$ cat src/rtl/rs_pkg.sv
// ---------------------------------------------------------------------------
// rs_pkg
// Shared definitions for the RS(255,239) encoder/decoder blocks over
// GF(2^8) with primitive polynomial x^8+x^4+x^3+x^2+1 (0x11D), alpha = 0x02.
//
// Contents:
//   GF_POLY        low byte of the field polynomial (x^8 term implicit)
//   N_SYM, N_PAR   codeword length and parity count in symbols
//   SYM_W          symbol width
//   synd_state_e   syndrome front-end FSM states
//   gf_xtime       multiply a field element by alpha
//   gf_mul_const   multiply a field element by alpha^exp (exp constant)
// ---------------------------------------------------------------------------
package rs_pkg;

  localparam logic [7:0] GF_POLY = 8'h1D;
  localparam int         N_SYM   = 255;
  localparam int         N_PAR   = 16;
  localparam int         SYM_W   = 8;

  typedef enum logic {
    ST_IDLE = 1'b0,
    ST_RUN  = 1'b1
  } synd_state_e;

  // Multiply by alpha: shift left, fold the x^8 overflow back in.
  function automatic logic [7:0] gf_xtime(input logic [7:0] a);
    gf_xtime = {a[6:0], 1'b0} ^ (a[7] ? GF_POLY : 8'h00);
  endfunction

  // Multiply by alpha^exp. With a constant exp this unrolls into a fixed
  // XOR matrix; the loop bound is static so synthesis can flatten it.
  function automatic logic [7:0] gf_mul_const(input logic [7:0] sym,
                                              input int         exp);
    logic [7:0] r;
    r = sym;
    for (int k = 0; k < N_SYM; k++) begin
      if (k < exp) begin
        r = gf_xtime(r);
      end
    end
    gf_mul_const = r;
  endfunction

endpackage

$ cat src/rtl/rs_synd_cell.sv
// ---------------------------------------------------------------------------
// rs_synd_cell
// One syndrome accumulator S_IDX = r(alpha^IDX), evaluated by Horner's rule
// as symbols arrive highest degree first.
//
// Ports:
//   clk         clock
//   rst         synchronous active-low reset, clears the accumulator
//   load_i      start a new codeword: accumulator takes data_i directly
//   update_i    Horner step: accumulator takes acc * alpha^IDX ^ data_i
//   data_i      received symbol
//   acc_next_o  value of the Horner step for this cycle's symbol, used by
//               the top level to capture the final syndrome without waiting
//               for the accumulator to register it
// ---------------------------------------------------------------------------
module rs_synd_cell
  import rs_pkg::*;
#(
  parameter int IDX = 0
) (
  input  logic             clk,
  input  logic             rst,
  input  logic             load_i,
  input  logic             update_i,
  input  logic [SYM_W-1:0] data_i,
  output logic [SYM_W-1:0] acc_next_o
);

  logic [SYM_W-1:0] acc_q;
  logic [SYM_W-1:0] acc_d;
  logic [SYM_W-1:0] scaled;

  // Constant multiply; for IDX = 0 this collapses to a plain wire.
  assign scaled     = gf_mul_const(acc_q, IDX);
  assign acc_next_o = scaled ^ data_i;

  // Load wins over update so a restart never folds in stale state.
  always_comb begin
    acc_d = acc_q;
    if (load_i) begin
      acc_d = data_i;
    end else if (update_i) begin
      acc_d = acc_next_o;
    end
  end

  always_ff @(posedge clk) begin
    if (!rst) begin
      acc_q <= '0;
    end else begin
      acc_q <= acc_d;
    end
  end

endmodule

$ cat src/rtl/rs_syndrome.sv
// ---------------------------------------------------------------------------
// rs_syndrome
// Receive-side front end of the RS(255,239) decoder. Accepts one symbol per
// valid cycle (r254 first), accumulates the 16 syndromes S_0..S_15 and
// presents them, plus a nonzero flag, one cycle after r0 is accepted.
//
// Ports:
//   clk         clock
//   rst         synchronous active-low reset
//   in_valid    in_data carries a symbol this cycle
//   in_sop      first symbol of a codeword (qualified by in_valid)
//   in_data     received symbol
//   synd_valid  one-cycle pulse: synd_out / synd_nz updated
//   synd_out    S0 in [7:0] ... S15 in [127:120]; held until next codeword
//   synd_nz     OR of all syndromes (codeword contains errors)
//   frame_err   one-cycle pulse: in_sop arrived mid-codeword
// ---------------------------------------------------------------------------
module rs_syndrome
  import rs_pkg::*;
(
  input  logic                   clk,
  input  logic                   rst,
  input  logic                   in_valid,
  input  logic                   in_sop,
  input  logic [SYM_W-1:0]       in_data,
  output logic                   synd_valid,
  output logic [N_PAR*SYM_W-1:0] synd_out,
  output logic                   synd_nz,
  output logic                   frame_err
);

  localparam logic [7:0] LAST_CNT = 8'(N_SYM - 1);

  synd_state_e state_q, state_d;
  logic [7:0]  count_q, count_d;

  logic [N_PAR*SYM_W-1:0] synd_q;
  logic                   syndNz_q;
  logic                   syndValid_q, syndValid_d;
  logic                   frameErr_q, frameErr_d;

  logic                   loadEn;
  logic                   updEn;
  logic                   capture;
  logic [N_PAR*SYM_W-1:0] syndNext;

  // One accumulator per root alpha^0 .. alpha^(N_PAR-1).
  for (genvar i = 0; i < N_PAR; i++) begin : g_cell
    rs_synd_cell #(
      .IDX (i)
    ) u_cell (
      .clk        (clk),
      .rst        (rst),
      .load_i     (loadEn),
      .update_i   (updEn),
      .data_i     (in_data),
      .acc_next_o (syndNext[i*SYM_W +: SYM_W])
    );
  end

  // Next-state and control. A mid-codeword in_sop restarts the
  // accumulators immediately so the new codeword loses no symbol.
  always_comb begin
    state_d     = state_q;
    count_d     = count_q;
    loadEn      = 1'b0;
    updEn       = 1'b0;
    capture     = 1'b0;
    syndValid_d = 1'b0;
    frameErr_d  = 1'b0;
    case (state_q)
      ST_IDLE: begin
        if (in_valid && in_sop) begin
          loadEn  = 1'b1;
          count_d = 8'd1;
          state_d = ST_RUN;
        end
      end
      ST_RUN: begin
        if (in_valid) begin
          if (in_sop) begin
            frameErr_d = 1'b1;
            loadEn     = 1'b1;
            count_d    = 8'd1;
          end else begin
            updEn = 1'b1;
            if (count_q == LAST_CNT) begin
              capture     = 1'b1;
              syndValid_d = 1'b1;
              count_d     = 8'd0;
              state_d     = ST_IDLE;
            end else begin
              count_d = count_q + 8'd1;
            end
          end
        end
      end
      default: begin
        state_d = ST_IDLE;
        count_d = 8'd0;
      end
    endcase
  end

  // State, counter and the output register. The output register is
  // separate from the accumulators so a back-to-back codeword can begin
  // loading while the previous syndromes are being presented.
  always_ff @(posedge clk) begin
    if (!rst) begin
      state_q     <= ST_IDLE;
      count_q     <= 8'd0;
      synd_q      <= '0;
      syndNz_q    <= 1'b0;
      syndValid_q <= 1'b0;
      frameErr_q  <= 1'b0;
    end else begin
      state_q     <= state_d;
      count_q     <= count_d;
      syndValid_q <= syndValid_d;
      frameErr_q  <= frameErr_d;
      if (capture) begin
        synd_q   <= syndNext;
        syndNz_q <= |syndNext;
      end
    end
  end

  assign synd_valid = syndValid_q;
  assign synd_out   = synd_q;
  assign synd_nz    = syndNz_q;
  assign frame_err  = frameErr_q;

endmodule

$ cat config.mk
export PLATFORM = sky130hd
export DESIGN_NAME = rs_syndrome
export DESIGN_NICKNAME = d
export VERILOG_FILES = /design/src/rtl/rs_pkg.sv /design/src/rtl/rs_synd_cell.sv /design/src/rtl/rs_syndrome.sv
export SDC_FILE = /design/constraint.sdc
export NUM_CORES = 1
export LEC_CHECK = 0
export ABC_AREA = 1
export CAP_MARGIN = 40
export CORE_MARGIN = 2
export CORE_UTILIZATION = 35
export DETAILED_ROUTE_END_ITERATION = 8
export PLACE_DENSITY = 0.55
export SETUP_SLACK_MARGIN = 0.3
export SYNTH_ARGS = -nofsm -noshare
export SYNTH_HDL_FRONTEND = slang
export SYNTH_SLANG_ARGS = --single-unit
$ cat constraint.sdc
create_clock -name clk -period 2.75 [get_ports clk]
set_input_delay 0.4125 -clock clk [delete_from_list [all_inputs] [get_ports clk]]
set_output_delay 0.4125 -clock clk [all_outputs]
set_load 0.01 [all_outputs]
Word level (Yosys, flattened, before mapping)
Cells that the tools add are included.

word-level totals
  bits of input ports = 12
  logic and storage cells = 340
  flip-flop bits (word level) = 268
  output and inout port bits = 131

cells by class
  bitwise logic cells = 137
  mux-type cells = 172
  reduce and logical (&&, ||, !) cells = 5
  equal/unequal tests = 3
  $add $sub $neg = 1

operators by type and width
  kind                                                           number
  8-bit bitwise XOR                                              136
  5-bit two-way mux                                              120
  8-bit two-way mux                                              36
  128-bit OR reduction                                           1
  8-bit one-hot mux with 2 select lines                          1
  1-bit two-way mux                                              13
  8-bit by 1-bit adder with 8-bit output, second input constant  1
  8-bit == test, second input constant                           1
  2-bit != test, second input constant                           2
  1-bit one-hot mux with 2 select lines                          2
  2-bit AND reduction                                            2
  2-bit nonzero test                                             1
  1-bit logical AND                                              1
  1-bit NOT                                                      1

Longest topological paths before layout
  depth in word-level cells = 33
  gate-level depth with buffers = 21

Modules after synthesis
A second synthesis with hierarchy kept.

second synthesis, totals
  cells, all modules = 2790
  area, all modules = 18037.3 um^2

modules (own cells, without submodules)
  module                            times used  cells each  seq. area each (um^2)  area an instance (um^2)
  rs_syndrome                       1           748         2802.7                 5246.3
  rs_synd_cell (g_cell[13].u_cell)  1           177         160.2                  1112.3
  rs_synd_cell (g_cell[11].u_cell)  1           178         160.2                  1056.0
  rs_synd_cell (g_cell[12].u_cell)  1           176         160.2                  1028.5
  rs_synd_cell (g_cell[15].u_cell)  1           165         160.2                  1017.2
  rs_synd_cell (g_cell[14].u_cell)  1           168         160.2                  996.0
  rs_synd_cell (g_cell[10].u_cell)  1           152         160.2                  989.7
  rs_synd_cell (g_cell[9].u_cell)   1           139         160.2                  820.8
  rs_synd_cell (g_cell[8].u_cell)   1           135         160.2                  783.3
  rs_synd_cell (g_cell[7].u_cell)   1           127         160.2                  772.0
  rs_synd_cell (g_cell[6].u_cell)   1           119         160.2                  740.7
  rs_synd_cell (g_cell[5].u_cell)   1           98          160.2                  695.7
  rs_synd_cell (g_cell[4].u_cell)   1           90          160.2                  613.1
  rs_synd_cell (g_cell[3].u_cell)   1           83          160.2                  610.6
  3 more rows                       --          --          --                     --

Worst setup path before layout
Ideal clock, no wire load.

  path type = input to register
  from = in in_data[7]
  to = reg syndNz_q (netlist: synd_nz)
  stages on the path = 14
  data required time = 2641 ps
  arrival time = 1814 ps
  setup time = 109 ps
  path slack = 827 ps
  path through = buf_2 buf_2 xnor2_1 nand4_1 nor2_1 nand2_1 nor2_1 nand3_1 nor2_1 nand3_1 nor2_1 nand4_1 nand2_1 inv_1

between the ends
  longest elaborated chain between the ends = 2
  elaborated cells on any way between the ends = 17
  classes of those cells = bitwise: 16; reduce/logical: 1

RTL lines
  what                    line                RTL
  start, declared         rs_syndrome.sv:25   input logic [SYM_W-1:0] in_data,
  8-bit bitwise XOR       rs_synd_cell.sv:35  assign acc_next_o = scaled ^ data_i;
  128-bit OR reduction *  rs_syndrome.sv:123  syndNz_q <= |syndNext;
  end signal, assigned    rs_syndrome.sv:123
  end, declared           rs_syndrome.sv:38   logic syndNz_q;

Mark *: on every way between the ends. The rest lies on a longest branch, timed or not.
A chain may end at the register's enable or synchronous reset.

Worst setup path in the final report
  from = reg g_cell[12].u_cell.acc_q[5]
  to = reg syndNz_q (netlist: synd_nz)

between the ends
  longest elaborated chain between the ends = 17
  elaborated cells on any way between the ends = 20
  classes of those cells = mux: 6; bitwise: 13; reduce/logical: 1

RTL lines
  what                                                           line                RTL
  start, declared                                                rs_synd_cell.sv:29  logic [SYM_W-1:0] acc_q;
  start signal, assigned                                         rs_synd_cell.sv:49  acc_q <= '0;
  start signal, assigned                                         rs_synd_cell.sv:51  acc_q <= acc_d;
  8-bit bitwise XOR * (2 in series)                              rs_pkg.sv:28        gf_xtime = {a[6:0], 1'b0} ^ (a[7] ? GF_POLY : 8'h00);
  5-bit two-way mux *                                            rs_pkg.sv:28
  8-bit bitwise XOR * (4 in series)                              rs_pkg.sv:28
  5-bit two-way mux / 8-bit bitwise XOR (equally long branches)  rs_pkg.sv:28
  8-bit bitwise XOR * (5 in series)                              rs_pkg.sv:28
  5-bit two-way mux / 8-bit bitwise XOR (equally long branches)  rs_pkg.sv:28
  8-bit bitwise XOR *                                            rs_pkg.sv:28
  8-bit bitwise XOR *                                            rs_synd_cell.sv:35
  128-bit OR reduction *                                         rs_syndrome.sv:123

Marked as above.

==> flow_summary.yaml <==
status:
  outcome: "complete, no violations"
floorplan:
  rows: 79
  start_util_pct: 35.31
  die_w_um: 220.0
  dieArea_um2: 48410
  die_y_um: 220.0
  core_area_um2: 46260
  io_pins: 143
cells_and_area:
  drive_gt1_share_pct: 15.18
  design_area_um2: 21310
  stdcell_count: 3513
  diodes: 0
  nets: 2893
  area_delta_synth_final_pct: 30.48
yosys:
  ys_types: 40
  yosysMostFrequentCell: "nand2_1"
  yosysTopAreaCell: "dfxtp_1"
  syn_inst: 2609
  avgSynthCellArea_um2: 6.260
  ys_seq_area_share_pct: 32.85
  ys_seq_elements: 268
  synth_top_area_share_pct: 32.85
  yosys_most_used_dff: "dfxtp_1"
  synth-edff-count: 0
  netlist_area_um2: 16330
  ys_warn_count: 0
  synth_area_leaders: "dfxtp_1 (33%), nand2_1 (24%), nand3_1 (7.9%), a31oi_1 (5.0%), xnor2_1 (4.8%)"
  netlist_top_cells_count: "nand2_1 (1,050), dfxtp_1 (268), nand3_1 (259)"
  syn-num-nets: 2623
  synth-async-reset-ratio_pct: 0
clocking:
  cts_hold_buf: 0
  cts.root.buffer_cell: "clkbuf_16"
  cts_tree: "yes"
  cts-htree-levels: 2
  clk-insertion-delay-late_ns: 0.56
  clock-sinks: 268
  numCtsBuffers: 35
  cts_buffer_depth: 3
  clk_pin_slew_ns: 0.06
grt:
  grt.total_usage_pct: 26.96
  grt_pass1_vias: 16960
  grt.overflow.total: 0
  antenna_found_initial: 0
  grt_max_degree: 122
  grt_first_pass_wirelength_um: 99750
setup_path:
  cpLargestDelayFamily: "simple AND/OR/NAND/NOR gates"
  crit_arrival_ns: 2.76
  critPathBufInv: 2
  r2r_setup_slack_ns: 0.45
  path_class: "flop to flop"
  cp-end-kind: "flop"
  required_ns: 3.21
  reg2regPathDepth: 16
  startpoint: "g_cell[12].u_cell.acc_q[5]"
  crit_end: "synd_nz"
  slowest_stage: "dfxtp_4"
  start_kind: "flop"
  r2r_start: "g_cell[12].u_cell.acc_q[5]"
  crit_top_cell: "nand2_1"
  crit_chain: "buf_4, nand2_1, nand2_1, nand2_1, nand2_1, nand3_2, nand3_1, nand2_1, nor2_1, nand2_1, nor2_2, nand3_1, nor2_1, nand4_1, nand2_1, inv_1"
  path_max_fanout: 6
  path_depth: 16
  r2r-end: "synd_nz"
  slowest_delay_ns: 0.40
flow_run:
  max_cap_violations: 0
worst_hold_path:
  min_path_type: "input pin to flop"
pwr:
  vdd_drop_max_v: 0.0004986
  p_leak_nw: 9.863
  power_density_nw_per_um2: 635.0
drt:
  totalWireLength_um: 65170
  routed_via_density: 5.184
  ant_nets: 0
  wl_per_cell_um: 18.55
  drc: 0
  vias: 18210
  dr.pass1.iters: 6
  drtIter0Drc: 1610
timing:
  setup_ws_ns: 0.4523
  clock-skew-final_ns: 0.02462
  drv_slew: 0
  relSlewSlack_pct: 57.87
  setup_viol_count_final: 0
  finalHoldViolCount: 0
  post-route-period-util_pct: 83.55
  tightestPinTransition_ns: 0.6320
  rsz0062_at_grt: "false"
  fmax_mhz: 435.2
  fin_crit_ns: 2.298
placement:
  dpl.hpwl_um: 46670
  portBuffers: 142
  dp_slack_ns: -0.2570
  placedCellCount: 3447
  placed_area_um2: 19830
  finalWeightedCongestion: 0.9489
cell usage in the layout (no fill, tap or decap), types with 8 or more instances in the layout:
cell | synthesis | layout
nand4_1 | 10 | 10
nand3b_1 | 21 | 21
nand2_1 | 1050 | 1026
inv_1 | 189 | 185
o21ai_0 | 122 | 122
nand3_1 | 259 | 256
dfxtp_1 | 268 | 239
clkbuf_16 | 0 | 35
or2_2 | 8 | 8
a21oi_1 | 48 | 48
xnor2_1 | 89 | 89
buf_4 | 8 | 219
clkdlybuf4s50_1 | 0 | 140
buf_12 | 0 | 17
nor2_1 | 105 | 91
dfxtp_2 | 0 | 22
nor2_2 | 3 | 13
inv_2 | 16 | 18
a31oi_1 | 130 | 130
o211a_1 | 9 | 9
nand2_2 | 28 | 52
xor2_1 | 58 | 57
what timing repair did:
action | CTS | global route
resized for setup | 3 | 84
setup buffers | 0 | 2
pin swaps | 0 | 6
setup endpoints to repair | 1 | 2
stage by stage:
stage	hold WS (ns)	setup TNS [ns]	total power (W)	utilization, %
finish	0.3137	0	0.01353	46.06
global route	0.3446	0	0.01423	46.06
CTS	0.3027	0	0.01352	45.60
detailed placement	0.4592	-0.2570	0.008400	42.87
global placement	0.4596	-0.3336	0.008374	42.87
floorplan	0.4505	0	0.006657	-
flip-flops by register name (all words and copies together), names as in the netlist:
register / count
count_q: 8
frame_err: 1
g_cell.u_cell.acc_q: 128
state_q: 1
synd_nz: 1
synd_out: 128
synd_valid: 1
per-layer routing:
metal | track usage, % | up-vias | routed length [µm]
li1 | - | 8985 | -
met1 | 37.32 | 8476 | 29850
met2 | 42.70 | 621 | 28870
met3 | 3.037 | 128 | 4019
met4 | 10.63 | 0 | 2426
met5 | 0 | - | 0
worst min path at each step:
stage / start / to / slack (ns) / depth (start not counted)
final: rst / synd_out[109] / 0.31 / 3
after global routing: rst / synd_out[107] / 0.34 / 3
after CTS: rst / synd_out[109] / 0.30 / 3
after detailed placement: synd_out[11] / synd_out[11] / 0.46 / 2
after global placement: synd_out[40] / synd_out[40] / 0.46 / 2
after floorplan: g_cell[2].u_cell.acc_q[0] / g_cell[2].u_cell.acc_q[0] / 0.45 / 2
area by class of cell:
cell class,instances,area [µm²]
fill,4793,24950
multi-input combinational,1988,9677
sequential,268,5419
timing repair buffer,377,3398
clock buffer,43,945.9
inverter,209,795.8
tap,607,759.5
clock inverter,21,314.1
worst reg2reg max path: cells and delay by family (launching register included):
family | cells | cell delay (ns)
simple gates | 14 | 1.61
flops | 1 | 0.40
buf+inv | 2 | 0.21
kinds of logic (layout without fill, tap and decap cells):
group | after synthesis | after routing | synth area share [%]
AO/OA/AOI/OAI | 345 | 345 | 12.50
XOR/XNOR | 148 | 148 | 7.983
adder cells (fa/ha/maj) | 2 | 2 | 0.1532
buffers and inverters | 353 | 650 | 8.772
flip-flops | 268 | 268 | 32.85
AND/OR/NAND/NOR | 1493 | 1493 | 37.74
report_power, final:
| part | internal (W) | leakage, nW | switching (W) | total (W) |
|---|---|---|---|---|
| clock network | 0.00313 | 0.610 | 0.00194 | 0.00508 |
| registers | 0.00402 | 2.19 | 0.000189 | 0.00421 |
| logic | 0.00164 | 7.06 | 0.00260 | 0.00424 |
| total | 0.00879 | 9.86 | 0.00474 | 0.0135 |
Note: power is estimated with default switching activity, not from simulation.
